[config.mk]
export PLATFORM = sky130hd
export DESIGN_NAME = hazard_bubble_ctrl
export DESIGN_NICKNAME = d
export VERILOG_FILES = /design/src/rtl/hazard_bubble_ctrl_pkg.sv /design/src/rtl/hazard_bubble_ctrl_hist.sv /design/src/rtl/hazard_bubble_ctrl.sv
export SDC_FILE = /design/constraint.sdc
export NUM_CORES = 1
export LEC_CHECK = 0
export ABC_AREA = 1
export ABC_CLOCK_PERIOD_IN_PS = 4800
export CAP_MARGIN = 20
export CORE_UTILIZATION = 35
export CTS_CLUSTER_DIAMETER = 30
export CTS_CLUSTER_SIZE = 40
export DETAILED_ROUTE_END_ITERATION = 10
export HOLD_SLACK_MARGIN = 0.15
export PLACE_DENSITY_LB_ADDON = 0.3
export SLEW_MARGIN = 40
export SYNTH_ARGS = -nofsm -noshare
export SYNTH_HDL_FRONTEND = slang
export SYNTH_HIERARCHICAL = 1
export SYNTH_SLANG_ARGS = --single-unit
[constraint.sdc]
create_clock -name clk -period 4.8 [get_ports clk]
set_input_delay 0.72 -clock clk [delete_from_list [all_inputs] [get_ports clk]]
set_output_delay 0.72 -clock clk [all_outputs]
set_load 0.02 [all_outputs]
[src/rtl/hazard_bubble_ctrl_pkg.sv]
// Shared constants and types for the hazard/bubble controller: RV32 opcodes, NOP encoding, history entry.
// No logic, no latency.
// Opcode classification helpers are pure functions used by the top and the history block.
package hazard_bubble_ctrl_pkg;

    // RV32I major opcodes (instruction bits [6:0])
    localparam logic [6:0] OPC_LOAD   = 7'b0000011;
    localparam logic [6:0] OPC_OP_IMM = 7'b0010011;
    localparam logic [6:0] OPC_AUIPC  = 7'b0010111;
    localparam logic [6:0] OPC_STORE  = 7'b0100011;
    localparam logic [6:0] OPC_OP     = 7'b0110011;
    localparam logic [6:0] OPC_LUI    = 7'b0110111;
    localparam logic [6:0] OPC_BRANCH = 7'b1100011;
    localparam logic [6:0] OPC_JALR   = 7'b1100111;
    localparam logic [6:0] OPC_JAL    = 7'b1101111;

    // Canonical NOP: addi x0, x0, 0
    localparam logic [31:0] NOP_INST = 32'h0000_0013;

    // Register index width
    localparam int REG_W = 5;

    typedef enum logic {
        RUN   = 1'b0,
        FLUSH = 1'b1
    } state_t;

    // One tracked issue slot: does it write a live register, which one, and was it a load
    typedef struct packed {
        logic             valid;
        logic [REG_W-1:0] rd;
        logic             is_load;
    } hist_entry_t;

    // Everything except branches and stores produces a destination register
    function automatic logic writes_rd(input logic [6:0] op);
        return (op != OPC_BRANCH) && (op != OPC_STORE);
    endfunction

    // rs1 is a real source for all formats except U-type and JAL
    function automatic logic uses_rs1(input logic [6:0] op);
        return (op != OPC_LUI) && (op != OPC_AUIPC) && (op != OPC_JAL);
    endfunction

    // rs2 is a real source only for R-type, stores and branches
    function automatic logic uses_rs2(input logic [6:0] op);
        return (op == OPC_OP) || (op == OPC_STORE) || (op == OPC_BRANCH);
    endfunction

    // Instructions that redirect fetch and therefore need a flush window
    function automatic logic is_ctrl_xfer(input logic [6:0] op);
        return (op == OPC_BRANCH) || (op == OPC_JAL) || (op == OPC_JALR);
    endfunction

endpackage

[src/rtl/hazard_bubble_ctrl_hist.sv]
// Issue history shift register (entry 0 = most recent) with source-register match logic.
// Match flags are combinational from stored history; new entry is visible the cycle after shift.
// No backpressure of its own: the controller decides when to shift (frozen while shift=0).
module hazard_hist
    import hazard_bubble_ctrl_pkg::*;
#(
    parameter int HIST_DEPTH = 2
) (
    input  logic             clk,
    input  logic             rst,
    input  logic             shift,
    input  hist_entry_t      entry_in,
    input  logic [REG_W-1:0] rs1,
    input  logic [REG_W-1:0] rs2,
    output logic             rs1_hit,
    output logic             rs1_load_hit,
    output logic             rs2_load_hit
);

    hist_entry_t hist_q [HIST_DEPTH];

    // Shift register: newest issue enters at slot 0, oldest falls off the end
    always_ff @(posedge clk or posedge rst) begin
        if (rst) begin
            for (int i = 0; i < HIST_DEPTH; i++) begin
                hist_q[i] <= '0;
            end
        end else if (shift) begin
            hist_q[0] <= entry_in;
            for (int i = 1; i < HIST_DEPTH; i++) begin
                hist_q[i] <= hist_q[i-1];
            end
        end
    end

    // rs1 against every live entry (JALR target dependency)
    always_comb begin
        rs1_hit = 1'b0;
        for (int i = 0; i < HIST_DEPTH; i++) begin
            if (hist_q[i].valid && (hist_q[i].rd == rs1)) begin
                rs1_hit = 1'b1;
            end
        end
    end

    // Load-use only matters against the immediately preceding issue
    always_comb begin
        rs1_load_hit = hist_q[0].valid && hist_q[0].is_load && (hist_q[0].rd == rs1);
        rs2_load_hit = hist_q[0].valid && hist_q[0].is_load && (hist_q[0].rd == rs2);
    end

endmodule

[src/rtl/hazard_bubble_ctrl.sv]
// Decode-stage bubble controller: picks NOP vs fetched instruction, holds PC on hazards/stall.
// Zero-cycle latency: outputs are combinational from registered state and current inputs.
// stall freezes all state; optional load-use detection enabled by defining HAZARD_LOAD_USE_EN.
module hazard_bubble_ctrl
    import hazard_bubble_ctrl_pkg::*;
#(
    parameter int BRANCH_PENALTY = 1,
    parameter int HIST_DEPTH     = 2
) (
    input  logic        clk,
    input  logic        rst,
    input  logic [31:0] icache_dout,
    input  logic        stall,
    output logic        nop_sel,
    output logic        hold_pc,
    output logic [31:0] issued_inst
);

    state_t           state, state_nxt;
    logic [2:0]       cnt, cnt_nxt;

    logic [6:0]       opcode;
    logic [REG_W-1:0] rd, rs1, rs2;

    hist_entry_t      issue_entry;
    hist_entry_t      hist_in;
    logic             hist_shift;
    logic             rs1_hit, rs1_load_hit, rs2_load_hit;
    logic             jalr_hazard, load_use_hazard;

    assign opcode = icache_dout[6:0];
    assign rd     = icache_dout[11:7];
    assign rs1    = icache_dout[19:15];
    assign rs2    = icache_dout[24:20];

    // History entry the current instruction would leave behind if it issues
    always_comb begin
        issue_entry.valid = writes_rd(opcode) && (rd != '0);
        issue_entry.rd    = rd;
`ifdef HAZARD_LOAD_USE_EN
        issue_entry.is_load = (opcode == OPC_LOAD);
`else
        // Load flag is never recorded, so the load-use match below can never fire
        issue_entry.is_load = 1'b0;
`endif
    end

    hazard_hist #(
        .HIST_DEPTH (HIST_DEPTH)
    ) u_hist (
        .clk          (clk),
        .rst          (rst),
        .shift        (hist_shift),
        .entry_in     (hist_in),
        .rs1          (rs1),
        .rs2          (rs2),
        .rs1_hit      (rs1_hit),
        .rs1_load_hit (rs1_load_hit),
        .rs2_load_hit (rs2_load_hit)
    );

    // Hazard qualification against the fetched instruction's real sources
    always_comb begin
        jalr_hazard     = (opcode == OPC_JALR) && rs1_hit;
        load_use_hazard = (uses_rs1(opcode) && rs1_load_hit)
                       || (uses_rs2(opcode) && rs2_load_hit);
    end

    // FSM state and flush counter register
    always_ff @(posedge clk or posedge rst) begin
        if (rst) begin
            state <= RUN;
            cnt   <= 3'd0;
        end else begin
            state <= state_nxt;
            cnt   <= cnt_nxt;
        end
    end

    // Priority: reset, stall, flush window, JALR hazard, load-use, normal issue
    always_comb begin
        nop_sel    = 1'b0;
        hold_pc    = 1'b0;
        state_nxt  = state;
        cnt_nxt    = cnt;
        hist_shift = 1'b0;
        hist_in    = '0;

        if (rst) begin
            nop_sel = 1'b1;
            hold_pc = 1'b1;
        end else if (stall) begin
            nop_sel = 1'b1;
            hold_pc = 1'b1;
        end else if (state == FLUSH) begin
            // Fetch keeps advancing; the wrong-path words are squashed here
            nop_sel    = 1'b1;
            hist_shift = 1'b1;
            if (cnt <= 3'd1) begin
                cnt_nxt   = 3'd0;
                state_nxt = RUN;
            end else begin
                cnt_nxt = cnt - 3'd1;
            end
        end else if (jalr_hazard || load_use_hazard) begin
            // Bubble ages the history so a JALR dependency drains within HIST_DEPTH cycles
            nop_sel    = 1'b1;
            hold_pc    = 1'b1;
            hist_shift = 1'b1;
        end else begin
            hist_shift = 1'b1;
            hist_in    = issue_entry;
            if (is_ctrl_xfer(opcode) && (BRANCH_PENALTY > 0)) begin
                state_nxt = FLUSH;
                cnt_nxt   = 3'(BRANCH_PENALTY);
            end
        end
    end

    assign issued_inst = nop_sel ? NOP_INST : icache_dout;

endmodule
==> results.cfg, run 1 <==
[critical_path]
worstPathMaxFanout = 30
cp-start-kind = input pin
endpoint_kind = output pin
crit_required_ns = 4.08
arrival_ns = 3.25
critical_path_class = in2out

[logic_synthesis]
synth.distinct_cells = 23
synthCells = 249
netlist_area_um2 = 1480
ys_top_cells_by_count = nand2_1, inv_1, nor2_1
yosysMostFrequentCell = nand2_1
synth_ff_type = dfrtp_1
synth_edf_count = 0
syn_avg_cell_area_um2 = 5.96
syn-num-nets = 286
yosysTopAreaCellShare_pct = 28.7
yosysWarnings = 6
yosys.area.top_type = dfrtp_1
async_reset_ff_share_pct = 100
synth_seq_area_share_pct = 28.7
synth_area_leaders = dfrtp_1, nand2_1, inv_1
ys_seq_elements = 17

[global_routing]
grt_pass1_vias = 1338
grt_usage_pct = 17.1
overflow = 0
grt_pass1_wl_um = 5790
grt_max_degree = 33
grt_antenna_before_repair = 0

[final_layout]
post-route-cell-area_um2 = 2260
layout-drive-gt1-share_pct = 10.1
nNetsFinal = 354
syn2layout_area_growth_pct = 52.0
diodes = 0
n_fill_cell = 407
seq_area_um2 = 425
multi_input_area_um2 = 805

[die]
die_x_um = 67.1
die_y_um = 67.1
dieArea_um2 = 4500
coreArea_um2 = 4030
row_count = 23
initial_core_util_pct = 36.8
io_pins = 69

[status]
run_status = completed

[routing]
ant_nets = 0
wire_per_inst_um = 10.4
wl_um = 3820
via_per_inst = 4.45
drc = 0
via_count = 1628
drt-pass1-iter-count = 4
drtIter0Drc = 69

[timing]
fin_crit_ns = 3.97
finalHoldViolCount = 0
rsz0062_at_grt = false
fin_crit_sh_pct = 82.8
worstMarginPinSlew_ns = 0.526
relSlewSlack_pct = 64.9
finalMaxSlewViolations = 0
setup_viol = 0
fin_skew_ns = 0.00283
finalSetupTns_ns = 0
max_freq_ghz = 0.252

[clocking]
clk_latency_ns = 0.25
cts_resized = 0
clk_pin_slew_ns = 0.07
htreeDepth = 1
cts_root_buf = clkbuf_8
cts_setup_buffers = 0
clk_path_buf_depth = 2
cts_sinks = 17
cts_buffers = 3
cts_tree = built
cts_hold_buffers = 0

[pwr]
irDropWorstVdd_mv = 0.188
p_leak_nw = 1.12
p_per_area_nw_per_um2 = 228

[job]
maxCapViolCount = 0

[min_path]
hp-class = reg2reg

[placement]
io_buffers = 68
dp_hpwl_um = 3020
place_congestion = 0.899
place_area_um2 = 2210
## per-stage QoR
stage | hold WS [ns] | total power [mW] | utilization [%] | setup slack (ns) | instances
3_3_place_gp | 0.488 | 0.402 | 54.8 | 0.864 | 362
2_1_floorplan | 0.464 | 0.315 | - | 2.16 | 249
4_1_cts | 0.506 | 0.517 | 56.0 | 0.820 | 366
5_1_grt | 0.529 | 0.550 | 56.0 | 0.566 | 366
6_report | 0.508 | 0.514 | 56.0 | 0.826 | 366
3_5_place_dp | 0.490 | 0.405 | 54.8 | 0.844 | 362
## path summary, 6_finish.rpt
kind	from	depth (start not counted)	endpoint	slack, ns
setup / recovery	icache_dout[16]	15	issued_inst[0]	0.83
hold / removal	cnt[1]	2	cnt[1]	0.51
setup reg to reg	u_hist/hist_q[11]	16	u_hist/hist_q[10]	2.74
hold reg to reg	cnt[1]	2	cnt[1]	0.51
max in group asynchronous	rst	2	u_hist/hist_q[12]	3.56
min in group asynchronous	rst	2	cnt[0]	0.73
## logic make-up (layout without fill, tap and decap cells)
group,after synthesis,count (layout),synth area share [%]
buf+inv,62,129,17.1
xor+xnor,2,2,1.18
flops,17,17,28.7
simple gates,144,144,43.6
other cells,1,1,0.253
fa+ha+maj,2,2,1.69
compound gates,21,21,7.50
## layer usage
metal  GRT usage (%)  share of wire (%)  vias up
met5               0                  0        -
met1            22.2                 45      692
met4            4.79               0.99        0
met3            3.60                8.1        4
li1                -                  -      869
met2            28.4                 46       63
## state kept, by name, indices dropped and copies added (netlist names)
name / count
state: 1
cnt: 3
u_hist/hist_q: 13
## critical path, cell delays in order
cell	delay (ns)
clkdlybuf4s50_1	0.52
inv_1	0.09
nor2_1	0.12
nor2_2	0.06
nand3_2	0.08
nand2_1	0.06
nand2_1	0.06
inv_1	0.04
nand3_1	0.07
nand2_1	0.06
inv_2	0.06
nand4_2	0.28
buf_12	0.30
or2_1	0.21
clkdlybuf4s50_1	0.53
## area by class of cell
class	instances	share of cell area, %
clock buffers	3	1.83
clock inverters	1	0.333
inverters	55	9.15
multi-input cells	170	35.7
flip-flops and latches	17	18.9
well taps	50	2.77
repair buffers	70	31.4
## report_power, final
| group | switching, mW | total (mW) | internal, mW |
|---|---|---|---|
| Combinational | 0.122 | 0.223 | 0.102 |
| Sequential | 0.0176 | 0.181 | 0.163 |
| Clock | 0.0519 | 0.110 | 0.0585 |
| Total | 0.191 | 0.514 | 0.323 |
## layout by cell type, fill, tap and decap left out, drive strengths merged, types with 3 or more instances in the layout
cell type and n:
clkbuf 3, dfrtp 17, clkdlybuf4s50 68, nand4 7, inv 55, nor2 58, or2 4, nand2 69
o21ai 16, a21oi 3, nand3 6
Power figures use the tool's default switching activity.
==> run 2, diff against run 1 <==
--- a/config.mk
+++ b/config.mk
@@ -6,7 +6,7 @@
 export NUM_CORES = 1
 export LEC_CHECK = 0
 export ABC_AREA = 1
-export ABC_CLOCK_PERIOD_IN_PS = 4800
+export ABC_CLOCK_PERIOD_IN_PS = 4100
 export CAP_MARGIN = 20
 export CORE_UTILIZATION = 35
 export CTS_CLUSTER_DIAMETER = 30
==> constraint.sdc (replaced) <==
create_clock -name clk -period 4.1 [get_ports clk]
set_input_delay 0.615 -clock clk [delete_from_list [all_inputs] [get_ports clk]]
set_output_delay 0.615 -clock clk [all_outputs]
set_load 0.02 [all_outputs]
==> results.cfg, run 2 (synthesized netlist as in run 1, its figures left out) <==
[status]
run_status = completed

[timing]
worstMarginPinSlew_ns = 0.510
fin_crit_ns = 3.52
finalMaxSlewViolations = 0
finalSetupTns_ns = 0
relSlewSlack_pct = 66.0
setup_viol = 0
fin_skew_ns = 0.00469
fin_crit_sh_pct = 85.7
layout_setup_ws_ns = 0.584
rsz0062_at_grt = false
finalHoldViolCount = 0
whs_ns = 0.506
max_freq_ghz = 0.284

[critical_path]
critical_path_class = in2out
crit_chain = clkdlybuf4s50_1 -> inv_2 -> nand2_1 -> nand2_1 -> nor2_4 -> nand3_2 -> nand2_1 -> nand2_1 -> inv_1 -> nand3_1 -> nand2_1 -> inv_2 -> nand4_2 -> buf_12 -> or2_1 -> clkdlybuf4s50_1
endpoint_kind = output pin
cp_slowest_stage_delay_ns = 0.59
worstPathMaxFanout = 30
crit_required_ns = 3.48
worst-path-buf-inv = 6
arrival_ns = 2.90
critical_path_depth = 16
cp-start-kind = input pin
cpMostUsedCell = nand2_1
rr_worst_depth = 15
path_delay_family = buffers and inverters
crit_path_top_delay_cell = clkdlybuf4s50_1

[clocking]
cts_buffers = 3
cts_hold_buffers = 0
cts_root_buf = clkbuf_8
clk_pin_slew_ns = 0.07
clk_latency_ns = 0.25
cts_sinks = 17
cts_resized = 0
cts_tree = built
clk_path_buf_depth = 2
cts_setup_buffers = 0
htreeDepth = 1

[global_routing]
overflow = 0
grt_usage_pct = 16.7
grt_antenna_before_repair = 0
grt_max_degree = 33
grt_pass1_vias = 1309
grt_pass1_wl_um = 5670

[die]
row_count = 23
coreArea_um2 = 4030
dieArea_um2 = 4500
die_x_um = 67.1
io_pins = 69
die_y_um = 67.1
initial_core_util_pct = 36.8

[routing]
via_count = 1633
drt-met1-wl_um = 1690
drtIter0Drc = 44
wl_met3_um = 306
drc = 0
drt-pass1-iter-count = 4
wl_um = 3700
route.met2.wl_um = 1650
dr.max_layer_used = met4
ant_nets = 0
wire_per_inst_um = 10.1
via_per_inst = 4.45

[placement]
io_buffers = 68
place_area_um2 = 2210
dp_hpwl_um = 2990
pre_cts_ws_ns = 0.568
dp.cells = 363
place_congestion = 0.887

[final_layout]
diodes = 0
final_cells = 367
largest_reg_flops = 13
reg_top3 = u_hist/hist_q: 13 flops, cnt: 3 flops, state: 1 flops
regMostFlops = u_hist/hist_q
layout-drive-gt1-share_pct = 10.4
syn2layout_area_growth_pct = 52.5
final_cell_mix = nand2_1, clkdlybuf4s50_1, inv_1
post-route-cell-area_um2 = 2260
nNetsFinal = 355

[pwr]
irDropWorstVdd_mv = 0.255
p_per_area_nw_per_um2 = 264
p_leak_nw = 1.12

[job]
maxCapViolCount = 0

[min_path]
hp-class = reg2reg
holdPathStages = 2
-- run 2: changes by cell type in the layout (fill, tap and decap cells not counted), sizes merged --
cell	delta
buf	+1
-- run 2: per-layer routing --
| layer | track usage, % | up-vias |
|---|---|---|
| met3 | 3.42 | 6 |
| met5 | 0 | - |
| met4 | 5.59 | 0 |
| li1 | - | 867 |
| met2 | 26.9 | 59 |
| met1 | 21.9 | 701 |
-- run 2: through the flow --
stage | power, mW | util [%]
3_5_place_dp | 0.475 | 55.0
6_report | 0.598 | 56.2
5_1_grt | 0.644 | 56.2
2_1_floorplan | 0.368 | -
3_3_place_gp | 0.472 | 55.0
4_1_cts | 0.605 | 56.2
-- run 2: area by class of cell --
cell class | count | area (um^2)
inverters | 55 | 206
fillers | 387 | 1770
clock inverters | 1 | 7.51
well taps | 50 | 62.6
clock buffers | 3 | 41.3
multi-input cells | 170 | 805
repair buffers | 71 | 716
flip-flops and latches | 17 | 425
-- run 2: power breakdown --
group	switching, mW	total [mW]	internal (mW)
clock network	0.0585	0.127	0.0684
registers	0.0193	0.210	0.191
logic	0.140	0.261	0.120
-- run 2: path summary, 6_finish.rpt --
kind                              startpoint           endpoint  slack [ns]
max                          icache_dout[18]     issued_inst[0]        0.58
max in group asynchronous                rst  u_hist/hist_q[12]        2.98
min                                   cnt[1]             cnt[1]        0.51
min reg2reg                           cnt[1]             cnt[1]        0.51
min in group asynchronous                rst              state        0.62
max reg2reg                u_hist/hist_q[11]  u_hist/hist_q[10]        2.25
-- run 2: tightest hold or removal path, cell delays in order (launching register included) --
cell,delay [ns]
dfrtp_1,0.36
nand2_1,0.06
nand2_1,0.05
